<file path="src/rtl/fft_addr_gen_if.sv">
// Sequencer-side bundle for the radix-2 DIT FFT address generator:
// start/hold control, stage strobes, operand/twiddle read addresses, write-back addresses.
interface fft_addr_gen_if #(
   parameter int LOG2N = 4,
   parameter int STG_W = $clog2(LOG2N)
);
   logic             start;
   logic             hold;
   logic             busy;
   logic             done;
   logic             stage_en;
   logic [STG_W-1:0] stage;
   logic             rd_valid;
   logic [LOG2N-1:0] rd_addr_a;
   logic [LOG2N-1:0] rd_addr_b;
   logic [LOG2N-2:0] tw_addr;
   logic             wr_valid;
   logic [LOG2N-1:0] wr_addr_a;
   logic [LOG2N-1:0] wr_addr_b;

   modport master (
      input  start, hold,
      output busy, done, stage_en, stage,
      output rd_valid, rd_addr_a, rd_addr_b, tw_addr,
      output wr_valid, wr_addr_a, wr_addr_b
   );

   modport slave (
      output start, hold,
      input  busy, done, stage_en, stage,
      input  rd_valid, rd_addr_a, rd_addr_b, tw_addr,
      input  wr_valid, wr_addr_a, wr_addr_b
   );
endinterface

</file>
<file path="src/rtl/fft_addr_gen.sv">
// In-place radix-2 DIT FFT sequencer: one butterfly per cycle, stage drain between
// stages, and a BFLY_LAT-deep write pipe that replays read addresses as write-back addresses.
module fft_addr_gen #(
   parameter int LOG2N    = 4,
   parameter int BFLY_LAT = 3,
   parameter int STG_W    = $clog2(LOG2N)
) (
   input  logic          clk,
   input  logic          rst,
   fft_addr_gen_if.master bus
);
   localparam int JW = LOG2N - 1;
   localparam int DW = (BFLY_LAT > 1) ? $clog2(BFLY_LAT) : 1;
   localparam logic [JW-1:0]    J_LAST = '1;
   localparam logic [STG_W-1:0] S_LAST = STG_W'(LOG2N - 1);
   localparam logic [DW-1:0]    D_LAST = DW'(BFLY_LAT - 1);

   typedef enum logic [1:0] {IDLE, RUN, DRAIN, DONE} state_t;

   state_t           state, state_n;
   logic [JW-1:0]    j, j_n;
   logic [STG_W-1:0] s, s_n;
   logic [DW-1:0]    d, d_n;
   logic             frz;
   logic             active;

   logic [LOG2N-1:0] jx, span, pos, grp, a_dec;
   logic [JW-1:0]    tw_dec;
   logic [STG_W-1:0] tsh;

   logic [BFLY_LAT-1:0] pv;
   logic [LOG2N-1:0]    pa [BFLY_LAT];
   logic [LOG2N-1:0]    pb [BFLY_LAT];

   always_comb begin
      frz    = bus.hold && (state != IDLE);
      active = (state != IDLE);
   end

   always_ff @(posedge clk or negedge rst) begin
      if (!rst) begin
         state <= IDLE;
         j     <= '0;
         s     <= '0;
         d     <= '0;
      end else begin
         state <= state_n;
         j     <= j_n;
         s     <= s_n;
         d     <= d_n;
      end
   end

   always_comb begin
      state_n      = state;
      j_n          = j;
      s_n          = s;
      d_n          = d;
      bus.rd_valid = 1'b0;
      bus.stage_en = 1'b0;
      bus.done     = 1'b0;
      bus.busy     = (state == RUN) || (state == DRAIN);
      if (!frz) begin
         case (state)
            IDLE: begin
               if (bus.start) begin
                  state_n = RUN;
                  j_n     = '0;
                  s_n     = '0;
               end
            end
            RUN: begin
               bus.rd_valid = 1'b1;
               j_n          = j + JW'(1);
               if (j == J_LAST) begin
                  state_n = DRAIN;
                  d_n     = '0;
               end
            end
            DRAIN: begin
               d_n = d + DW'(1);
               // Last write of the stage is on wr_* now, so the next stage may start reading.
               if (d == D_LAST) begin
                  if (s == S_LAST) begin
                     state_n = DONE;
                  end else begin
                     bus.stage_en = 1'b1;
                     s_n          = s + STG_W'(1);
                     j_n          = '0;
                     state_n      = RUN;
                  end
               end
            end
            DONE: begin
               bus.done = 1'b1;
               s_n      = '0;
               state_n  = IDLE;
            end
            default: state_n = IDLE;
         endcase
      end
   end

   // Insert a zero at bit s of j to get the upper operand; twiddle scales pos to N/2 steps.
   always_comb begin
      jx            = {1'b0, j};
      span          = LOG2N'(1) << s;
      pos           = jx & (span - LOG2N'(1));
      grp           = jx >> s;
      a_dec         = ((grp << s) << 1) | pos;
      tsh           = S_LAST - s;
      tw_dec        = JW'(pos << tsh);
      bus.rd_addr_a = active ? a_dec : '0;
      bus.rd_addr_b = active ? (a_dec + span) : '0;
      bus.tw_addr   = active ? tw_dec : '0;
      bus.stage     = s;
   end

   always_ff @(posedge clk or negedge rst) begin
      if (!rst) begin
         pv <= '0;
         for (int unsigned i = 0; i < BFLY_LAT; i++) begin
            pa[i] <= '0;
            pb[i] <= '0;
         end
      end else if (!frz) begin
         pv[0] <= bus.rd_valid;
         pa[0] <= bus.rd_addr_a;
         pb[0] <= bus.rd_addr_b;
         for (int unsigned i = 1; i < BFLY_LAT; i++) begin
            pv[i] <= pv[i-1];
            pa[i] <= pa[i-1];
            pb[i] <= pb[i-1];
         end
      end
   end

   always_comb begin
      bus.wr_valid  = pv[BFLY_LAT-1] && !frz;
      bus.wr_addr_a = pa[BFLY_LAT-1];
      bus.wr_addr_b = pb[BFLY_LAT-1];
   end
endmodule

</file>
<file path="src/flat_wrapper.sv">
// flat-port wrapper written by rule: the top's interface ports become plain ports
module fft_addr_gen_flat 
#(
   parameter int LOG2N    = 4,
   parameter int BFLY_LAT = 3,
   parameter int STG_W    = $clog2(LOG2N)
)
  (clk, rst, bus_start, bus_hold, bus_busy, bus_done, bus_stage_en, bus_stage, bus_rd_valid, bus_rd_addr_a, bus_rd_addr_b, bus_tw_addr, bus_wr_valid, bus_wr_addr_a, bus_wr_addr_b);
  fft_addr_gen_if #(.LOG2N(LOG2N), .STG_W(STG_W)) bus_i ();
  input  logic clk;
  input  logic rst;
  input wire logic [$bits(bus_i.start)-1:0] bus_start;
  input wire logic [$bits(bus_i.hold)-1:0] bus_hold;
  output wire logic [$bits(bus_i.busy)-1:0] bus_busy;
  output wire logic [$bits(bus_i.done)-1:0] bus_done;
  output wire logic [$bits(bus_i.stage_en)-1:0] bus_stage_en;
  output wire logic [$bits(bus_i.stage)-1:0] bus_stage;
  output wire logic [$bits(bus_i.rd_valid)-1:0] bus_rd_valid;
  output wire logic [$bits(bus_i.rd_addr_a)-1:0] bus_rd_addr_a;
  output wire logic [$bits(bus_i.rd_addr_b)-1:0] bus_rd_addr_b;
  output wire logic [$bits(bus_i.tw_addr)-1:0] bus_tw_addr;
  output wire logic [$bits(bus_i.wr_valid)-1:0] bus_wr_valid;
  output wire logic [$bits(bus_i.wr_addr_a)-1:0] bus_wr_addr_a;
  output wire logic [$bits(bus_i.wr_addr_b)-1:0] bus_wr_addr_b;
  assign bus_i.start = bus_start;
  assign bus_i.hold = bus_hold;
  assign bus_busy = bus_i.busy;
  assign bus_done = bus_i.done;
  assign bus_stage_en = bus_i.stage_en;
  assign bus_stage = bus_i.stage;
  assign bus_rd_valid = bus_i.rd_valid;
  assign bus_rd_addr_a = bus_i.rd_addr_a;
  assign bus_rd_addr_b = bus_i.rd_addr_b;
  assign bus_tw_addr = bus_i.tw_addr;
  assign bus_wr_valid = bus_i.wr_valid;
  assign bus_wr_addr_a = bus_i.wr_addr_a;
  assign bus_wr_addr_b = bus_i.wr_addr_b;
  fft_addr_gen #(.LOG2N(LOG2N), .BFLY_LAT(BFLY_LAT), .STG_W(STG_W)) u_core (.clk(clk), .rst(rst), .bus(bus_i));
endmodule
</file>
<file path="config.mk">
export PLATFORM = sky130hd
export DESIGN_NAME = fft_addr_gen_flat
export DESIGN_NICKNAME = d
export VERILOG_FILES = /design/src/rtl/fft_addr_gen_if.sv /design/src/rtl/fft_addr_gen.sv /design/src/flat_wrapper.sv
export SDC_FILE = /design/constraint.sdc
export NUM_CORES = 1
export LEC_CHECK = 0
export CAP_MARGIN = 20
export CORE_ASPECT_RATIO = 0.75
export CORE_MARGIN = 8
export CORE_UTILIZATION = 40
export DETAILED_ROUTE_END_ITERATION = 12
export PLACE_DENSITY = 0.65
export SLEW_MARGIN = 5
export SYNTH_ARGS = -nofsm -noshare
export SYNTH_HDL_FRONTEND = slang
export SYNTH_SLANG_ARGS = --single-unit
</file>
<file path="constraint.sdc">
create_clock -name clk -period 3 [get_ports clk]
set_clock_uncertainty 0.05 [all_clocks]
set_input_delay 0.6 -clock clk [delete_from_list [all_inputs] [get_ports clk]]
set_output_delay 0.6 -clock clk [all_outputs]
set_load 0.1 [all_outputs]
</file>
==> results of run 1 <==
## metrics by stage
stage	instances	TNS, ns
after CTS	303	0
final	305	0
after detailed placement	291	0
after global placement	291	0
after global routing	305	-0.01706
after floorplan	214	-0.1896
## what timing repair did
item                       4_1_cts  5_1_grt
cloned                           0        0
pin swaps                        1        2
hold buffers                     0        0
resized for setup                1        3
setup endpoints to repair        1        1
setup buffers                    4        2
## per-layer routing
layer | global-route usage (%) | part of all wire [%]
met5 | 0 | 0
met4 | 3.620 | 0.48
met3 | 3.850 | 4.5
met2 | 17.00 | 46
met1 | 14.42 | 49
## synthesized netlist by cell type (2+ instances only)
master | count | area [sq um]
a2111oi_4 | 3 | 82.58
a211oi_1 | 3 | 22.52
a21oi_1 | 8 | 40.04
a22o_1 | 2 | 17.52
and2_1 | 3 | 18.77
and3_1 | 2 | 12.51
buf_2 | 2 | 10.01
buf_4 | 9 | 67.56
clkbuf_1 | 4 | 15.01
dfrtp_1 | 36 | 900.9
ha_1 | 14 | 175.2
inv_1 | 10 | 37.54
nand2_1 | 66 | 247.7
nand2b_1 | 4 | 25.02
nand3_1 | 6 | 30.03
nor2_1 | 13 | 48.80
nor2b_1 | 3 | 18.77
nor3b_1 | 3 | 22.52
o21ai_0 | 5 | 25.02
o21ai_1 | 2 | 10.01
xnor2_1 | 2 | 17.52
## cells by family (layout without fill, tap and decap cells)
kind of cell,after synthesis,in the layout,share of synthesized area [%]
buffers and inverters,28,59,7.521
and+or+nand+nor,102,102,22.82
xor gates and xnor gates,3,3,1.328
DFF,36,36,45.51
other,1,1,0.1895
adders and majority gates,15,15,9.861
muxes,2,2,1.075
AOI/OAI and AO/OA,27,27,11.69
## worst max-delay path, cell delays in order, from the launching register on
cell      delay, ns
dfrtp_4        0.51
ha_4           0.16
nand2_1        0.08
a21boi_4       0.21
inv_2          0.06
ha_4           0.25
a21oi_4        0.16
xnor2_2        0.14
xnor2_2        0.12
nor2_4         0.12
buf_12         0.18
## worst paths after layout
check,startpoint,end,slack (ns)
max in group asynchronous,rst,u_core.bus.stage[0],1.87
min in group asynchronous,rst,u_core.d[0],0.68
max reg2reg,u_core.bus.stage[0],u_core.pb[11],0.80
min reg2reg,u_core.pv[2],u_core.pv[2],0.41
max,u_core.bus.stage[0],bus_rd_addr_b[3],0.09
min,u_core.pv[2],u_core.pv[2],0.41
## area by class of cell
cell class / count / area, sq um / share of cell area [%]
flip-flops and latches: 36 / 908.4 / 34.23
clock inverters: 2 / 35.03 / 1.320
repair buffers: 39 / 450.4 / 16.97
multi-input cells: 150 / 1067 / 40.22
clock buffers: 6 / 72.57 / 2.735
well taps: 60 / 75.07 / 2.829
inverters: 12 / 45.04 / 1.697
## flip-flops by register name, summed over array words and instances, names as in the netlist
register and count:
u_core.bus.stage 2, u_core.bus.wr_addr_a 4, u_core.bus.wr_addr_b 4, u_core.d 2, u_core.j 3, u_core.pa 8
u_core.pb 8, u_core.pv 3, u_core.state 2
==> results.cfg, run 1 <==
[worst_setup_path]
critPathLaunchType = flip-flop
arrival_ns = 2.26
crit_required_ns = 2.35
crit_type = reg -> out
reg2reg_depth = 10
end_kind = output pin
cp_max_fo = 4

[drt]
firstDrtPassIters = 4
avgViaCountPerCell = 4.669
drt_wl_total_microns = 3939
drc_errors = 0
drtAntennaViolNets = 0
vias = 1424
drt_iter0_drc = 74
wl_per_cell_microns = 12.91

[synth]
syn-num-nets = 233
async_flop_share_pct = 100.0
syn_inst = 214
syn_area_per_cell_sq_um = 9.250
seq_area_frac_synth_pct = 45.51
synth_edf_count = 0
ys_types = 35
synth_seq_cells = 36
ys_warn_count = 0
synth_top_flop_cell = dfrtp_1
synthesis.area_sq_um = 1979

[floorplan]
start_util_pct = 41.09
io_pins = 30
die_area_sq_um = 7479
core_sq_um = 4817
rows = 22
die_w_microns = 97.23
die-height_microns = 76.92

[place]
dp_hpwl_microns = 2931
placed_area_sq_um = 2471
place_ws_ns = 0.2577
gp_congestion = 0.7963
io_buffers = 29

[clocking]
cts.sinks = 36
cts_max_level = 2
cts_tree = done
root_buffer = clkbuf_8
cts_max_path_buffers = 2
clock_latency_ns = 0.28
clk_pin_slew_ns = 0.07
cts_buffers = 5

[worst_hold_path]
min_path_cells = 2
hold_path.class = reg -> reg

[timing]
fmax_mhz = 343.4
relSlewSlack_pct = 67.95
drv_slew = 0
min_period_over_period_pct = 97.07
final-hold-violation-count = 0
setup_slack_ns = 0.08784
fin_crit_ns = 2.912
worst_pin_slew_ns = 0.4687
hold_slack_ns = 0.4061
setup_viol = 0

[status]
outcome = complete, no violations

[final_layout]
nets = 263
area_delta_synth_final_pct = 34.07
final_core_util_pct = 55.09
mostFrequentLayoutCell = nand2_1
fillers = 412
final_cell_mix = nand2_1, dfrtp_1, buf_4, buf_12, ha_1
fin_area_sq_um = 2654
n_antenna_cell = 0
drive_above_1_share_pct = 29.39

[global_routing]
grt_usage_pct = 11.16
grt_pass1_vias = 1436
grt-ovfl-total = 0
grt_max_degree = 37
antenna_found_initial = 0
grt_pass1_wl_microns = 6975

[flow_run]
drv_cap = 0
Power of run 1 is not shown: default switching activity piles up to over one toggle a cycle in this logic, so the estimate is an artifact.
==> run 2, diff against run 1 <==
- CORE_ASPECT_RATIO: 0.75 -> 0.5
- RECOVER_POWER: not set -> 50
- SKIP_CTS_REPAIR_TIMING: not set -> 1
==> run 2 against run 1 <==
Compared with the run above: cell count grew 3.6%; first-iteration DRC count fell by 42%; via count grew 2.9%; count of clock-buffer cells in the layout grew 1; final area down 0.14%; sequential share of layout area hardly changed; non-clock buffer count up 1; critical path depth stayed put; worst setup slack got worse by 0.021 ns; global-route usage increased by 0.18 points; die area is 1.5% higher; register-to-register slack about the same; critical endpoint unchanged.
==> results.cfg, run 2 (synthesized netlist as in run 1, its figures left out) <==
[status]
outcome = complete, no violations

[final_layout]
reg.largest.list = u_core.pa: 8 flops, u_core.pb: 8 flops
drive_above_1_share_pct = 27.24
fin_cells = 316
nets = 264
area_delta_synth_final_pct = 33.88
n_antenna_cell = 0
final_cell_mix = nand2_1, dfrtp_1, buf_4, buf_12, ha_1
mostFrequentLayoutCell = nand2_1

[timing]
worst_pin_slew_ns = 1.178
min_period_over_period_pct = 97.76
setup_viol = 0
rsz0062_at_grt = true
setup_slack_ns = 0.06733
finalSetupTns_ns = 0
final-hold-violation-count = 0
drv_slew = 0
fmax_mhz = 341.0
relSlewSlack_pct = 21.82
fin_crit_ns = 2.933

[worst_hold_path]
hold_start = u_core.bus.wr_addr_b[3]
min_path_cells = 2
whs_endpoint = u_core.bus.wr_addr_b[3]
hold_path.class = reg -> reg

[worst_setup_path]
end_kind = output pin
rrSetupSlack_ns = 0.80
reg2reg_depth = 8
cp_num_buf_inv = 2
crit_required_ns = 2.35
r2r-end = u_core.state[1]
max_stage_delay_ns = 0.55
critPathLaunchType = flip-flop
arrival_ns = 2.28
cp_max_fo = 8
crit_type = reg -> out
cp_top_family = flip-flops
worstReg2RegStart = u_core.state[0]
path_cells = ha_4, nand2_4, a21boi_4, inv_2, ha_4, a21oi_4, xnor2_2, xnor2_2, nor2_4, buf_12
slowest_stage = dfrtp_4

[clocking]
cts_tree = done
clk_pin_slew_ns = 0.08
cts_max_path_buffers = 2
clock_latency_ns = 0.29
cts.sinks = 36
cts_buffers = 5
root_buffer = clkbuf_8
cts_max_level = 2

[place]
place_ws_ns = 0.2217
io_buffers = 29
gp_congestion = 0.7923
placed_cells = 301
dp_hpwl_microns = 2983

[floorplan]
io_pins = 30
die_area_sq_um = 7592
start_util_pct = 40.88
die-height_microns = 65.74
core_sq_um = 4842
rows = 18
die_w_microns = 115.5

[global_routing]
grt-ovfl-total = 0
grt_pass1_vias = 1369
antenna_found_initial = 0
grt_max_degree = 37
grt_usage_pct = 11.33
grt_pass1_wl_microns = 6748

[drt]
vias = 1465
wl_per_cell_microns = 12.85
drtAntennaViolNets = 0
firstDrtPassIters = 4
avgViaCountPerCell = 4.636
drt_wl_total_microns = 4060
drt_iter0_drc = 43
drc_errors = 0

[flow_run]
drv_cap = 0
[run 2: area by class of cell]
cell class	instances	area, sq um
tap	70	87.58
timing repair buffer	40	425.4
clock inverter	1	7.507
multi-input combinational	150	1087
fill	429	2192
sequential	36	908.4
inverter	12	47.55
clock buffer	7	86.33
[run 2: worst max-delay path by stage]
stage                        start                to  depth (start not counted)
6_report       u_core.bus.stage[1]  bus_rd_addr_b[3]                         10
3_5_place_dp   u_core.bus.stage[0]  bus_rd_addr_b[3]                         10
3_3_place_gp   u_core.bus.stage[1]  bus_rd_addr_b[3]                         10
5_1_grt        u_core.bus.stage[1]  bus_rd_addr_b[3]                         10
4_1_cts        u_core.bus.stage[1]  bus_rd_addr_b[3]                         10
2_1_floorplan  u_core.bus.stage[0]    bus_tw_addr[2]                          5
[run 2: per-stage QoR]
| stage | hold slack [ns] | instance area, sq um | utilization (%) |
|---|---|---|---|
| 2_1_floorplan | 0.2544 | 2092 | - |
| 3_3_place_gp | 0.3957 | 2484 | 51.29 |
| 3_5_place_dp | 0.4058 | 2484 | 51.29 |
| 4_1_cts | 0.4227 | 2577 | 53.23 |
| 5_1_grt | 0.4377 | 2650 | 54.73 |
| 6_report | 0.4145 | 2650 | 54.73 |
[run 2: tightest hold or removal path, cell delays in order (launching register included)]
cell and delay [ns]:
dfrtp_1 0.34, nand2_1 0.05, nand2_1 0.04
[run 2: per-layer routing]
metal  track usage (%)  wire length, microns  up-vias
met2             17.84                  1906       30
met1             13.97                  1856      686
met3             3.565                   239        4
met5                 0                     0        -
li1                  -                     -      745
met4             5.348                    58        0
Power of run 2 is left out for the same reason.
==> run 3, diff against run 2 <==
- CORE_UTILIZATION: 40 -> 53
- PLACE_DENSITY: 0.65 -> 0.82
- TNS_END_PERCENT: not set -> 10
==> run 3 against run 2 <==
Compared with the run above: non-clock buffer count unchanged; critical endpoint unchanged; cell count shrank 6.0%; core utilization up 18 points; register-to-register slack about the same; first-iteration DRC count increased by 140%; highest routed layer unchanged; fmax is 2.1% lower; worst setup slack worse by 0.061 ns; flip-flop and latch count unchanged; wire length rose by 11%; sequential share of layout area up 0.98 points.
==> results.cfg, run 3 (synthesized netlist as in run 1, its figures left out) <==
[floorplan]
io_pins = 30
start_util_pct = 56.40
rows = 15
die_area_sq_um = 6065
core_sq_um = 3510
die-height_microns = 59.22
die_w_microns = 102.4

[worst_setup_path]
end_kind = output pin
crit_required_ns = 2.35
critPathLaunchType = flip-flop
crit_type = reg -> out
arrival_ns = 2.34
crit_start = u_core.bus.stage[1]
rrSetupSlack_ns = 0.79
worstReg2RegStart = u_core.state[1]
cp_max_fo = 5

[place]
dp_hpwl_microns = 3048
gp_congestion = 0.8250
io_buffers = 29

[drt]
drt_iter0_drc = 104
drt_wl_total_microns = 4494
firstDrtPassIters = 4
vias = 1495
drtAntennaViolNets = 0
avgViaCountPerCell = 5.034
drc_errors = 0
wl_per_cell_microns = 15.13

[global_routing]
use_met2_pct = 23.94
grt_busiest_layer = met2
grt-ovfl-total = 0
grt_usage_pct = 14.12
grt_max_degree = 37
grt_pass1_wl_microns = 6603
antenna_found_initial = 0
grt_use_met3_pct = 4.450
use_met1_pct = 16.68
grt_pass1_vias = 1386

[timing]
final-hold-violation-count = 0
fmax_mhz = 334.0
worst_pin_slew_ns = 1.182
setup_viol = 0
relSlewSlack_pct = 21.56
fin_crit_ns = 2.994
drv_slew = 0
min_period_over_period_pct = 99.80

[final_layout]
n_antenna_cell = 0
drive_above_1_share_pct = 23.98
reg.largest.list = u_core.pa: 8 flops, u_core.pb: 8 flops
nets = 264
fillers = 249
final_cell_mix = nand2_1, dfrtp_1, buf_4, ha_1
final_core_util_pct = 73.01
mostFrequentLayoutCell = nand2_1
area_delta_synth_final_pct = 29.46

[clocking]
root_buffer = clkbuf_8
cts_max_level = 2
cts_buffers = 5
clk_pin_slew_ns = 0.07
cts_tree = done
cts.sinks = 36
cts_max_path_buffers = 2
clock_latency_ns = 0.29

[worst_hold_path]
hold_path.class = reg -> reg
hold_start = u_core.bus.wr_addr_b[1]

[status]
outcome = complete, no violations

[flow_run]
drv_cap = 0
run 3: path summary, 6_finish.rpt:
check,end,depth (start not counted)
worst max register to register,u_core.state[1],7
worst min register to register,u_core.bus.wr_addr_b[1],2
min in group asynchronous,u_core.state[0],2
max in group asynchronous,u_core.bus.stage[1],2
worst max-delay path,bus_rd_addr_b[3],10
worst min-delay path,u_core.bus.wr_addr_b[1],2
run 3: layout make-up:
type	instances	area (sq um)	area share, %
Multi-Input combinational cell	150	1028	40.14
Clock inverter	2	35.03	1.367
Inverter	12	47.55	1.855
Timing Repair Buffer	40	411.6	16.06
Tap cell	51	63.81	2.490
Clock buffer	6	72.57	2.832
Sequential cell	36	903.4	35.25
run 3: worst max-delay path, stage by stage (launching register included):
cell      delay [ns]
dfrtp_2         0.44
ha_1            0.21
nand2_1         0.10
a21boi_2        0.21
inv_1           0.10
ha_4            0.27
a21oi_4         0.14
xnor2_2         0.10
xnor2_2         0.17
nor2_4          0.13
buf_12          0.18
run 3: per-layer routing:
layer	routed length, microns	share of wire (%)
met5	0	0
met4	53	1.2
met3	219	4.9
met2	2336	52
met1	1885	42
run 3: per-stage QoR:
stage	setup slack [ns]	cell area, sq um	cells	setup TNS (ns)	hold slack [ns]
after floorplan	-0.3174	2029	214	-1.618	0.2544
after global placement	0.2261	2407	285	0	0.3917
after detailed placement	0.03933	2407	285	0	0.4053
after CTS	-0.2909	2515	293	-0.3157	0.4210
after global routing	-0.06874	2562	297	-0.06874	0.4392
final	0.005919	2562	297	0	0.4167
Power of run 3 is left out for the same reason.
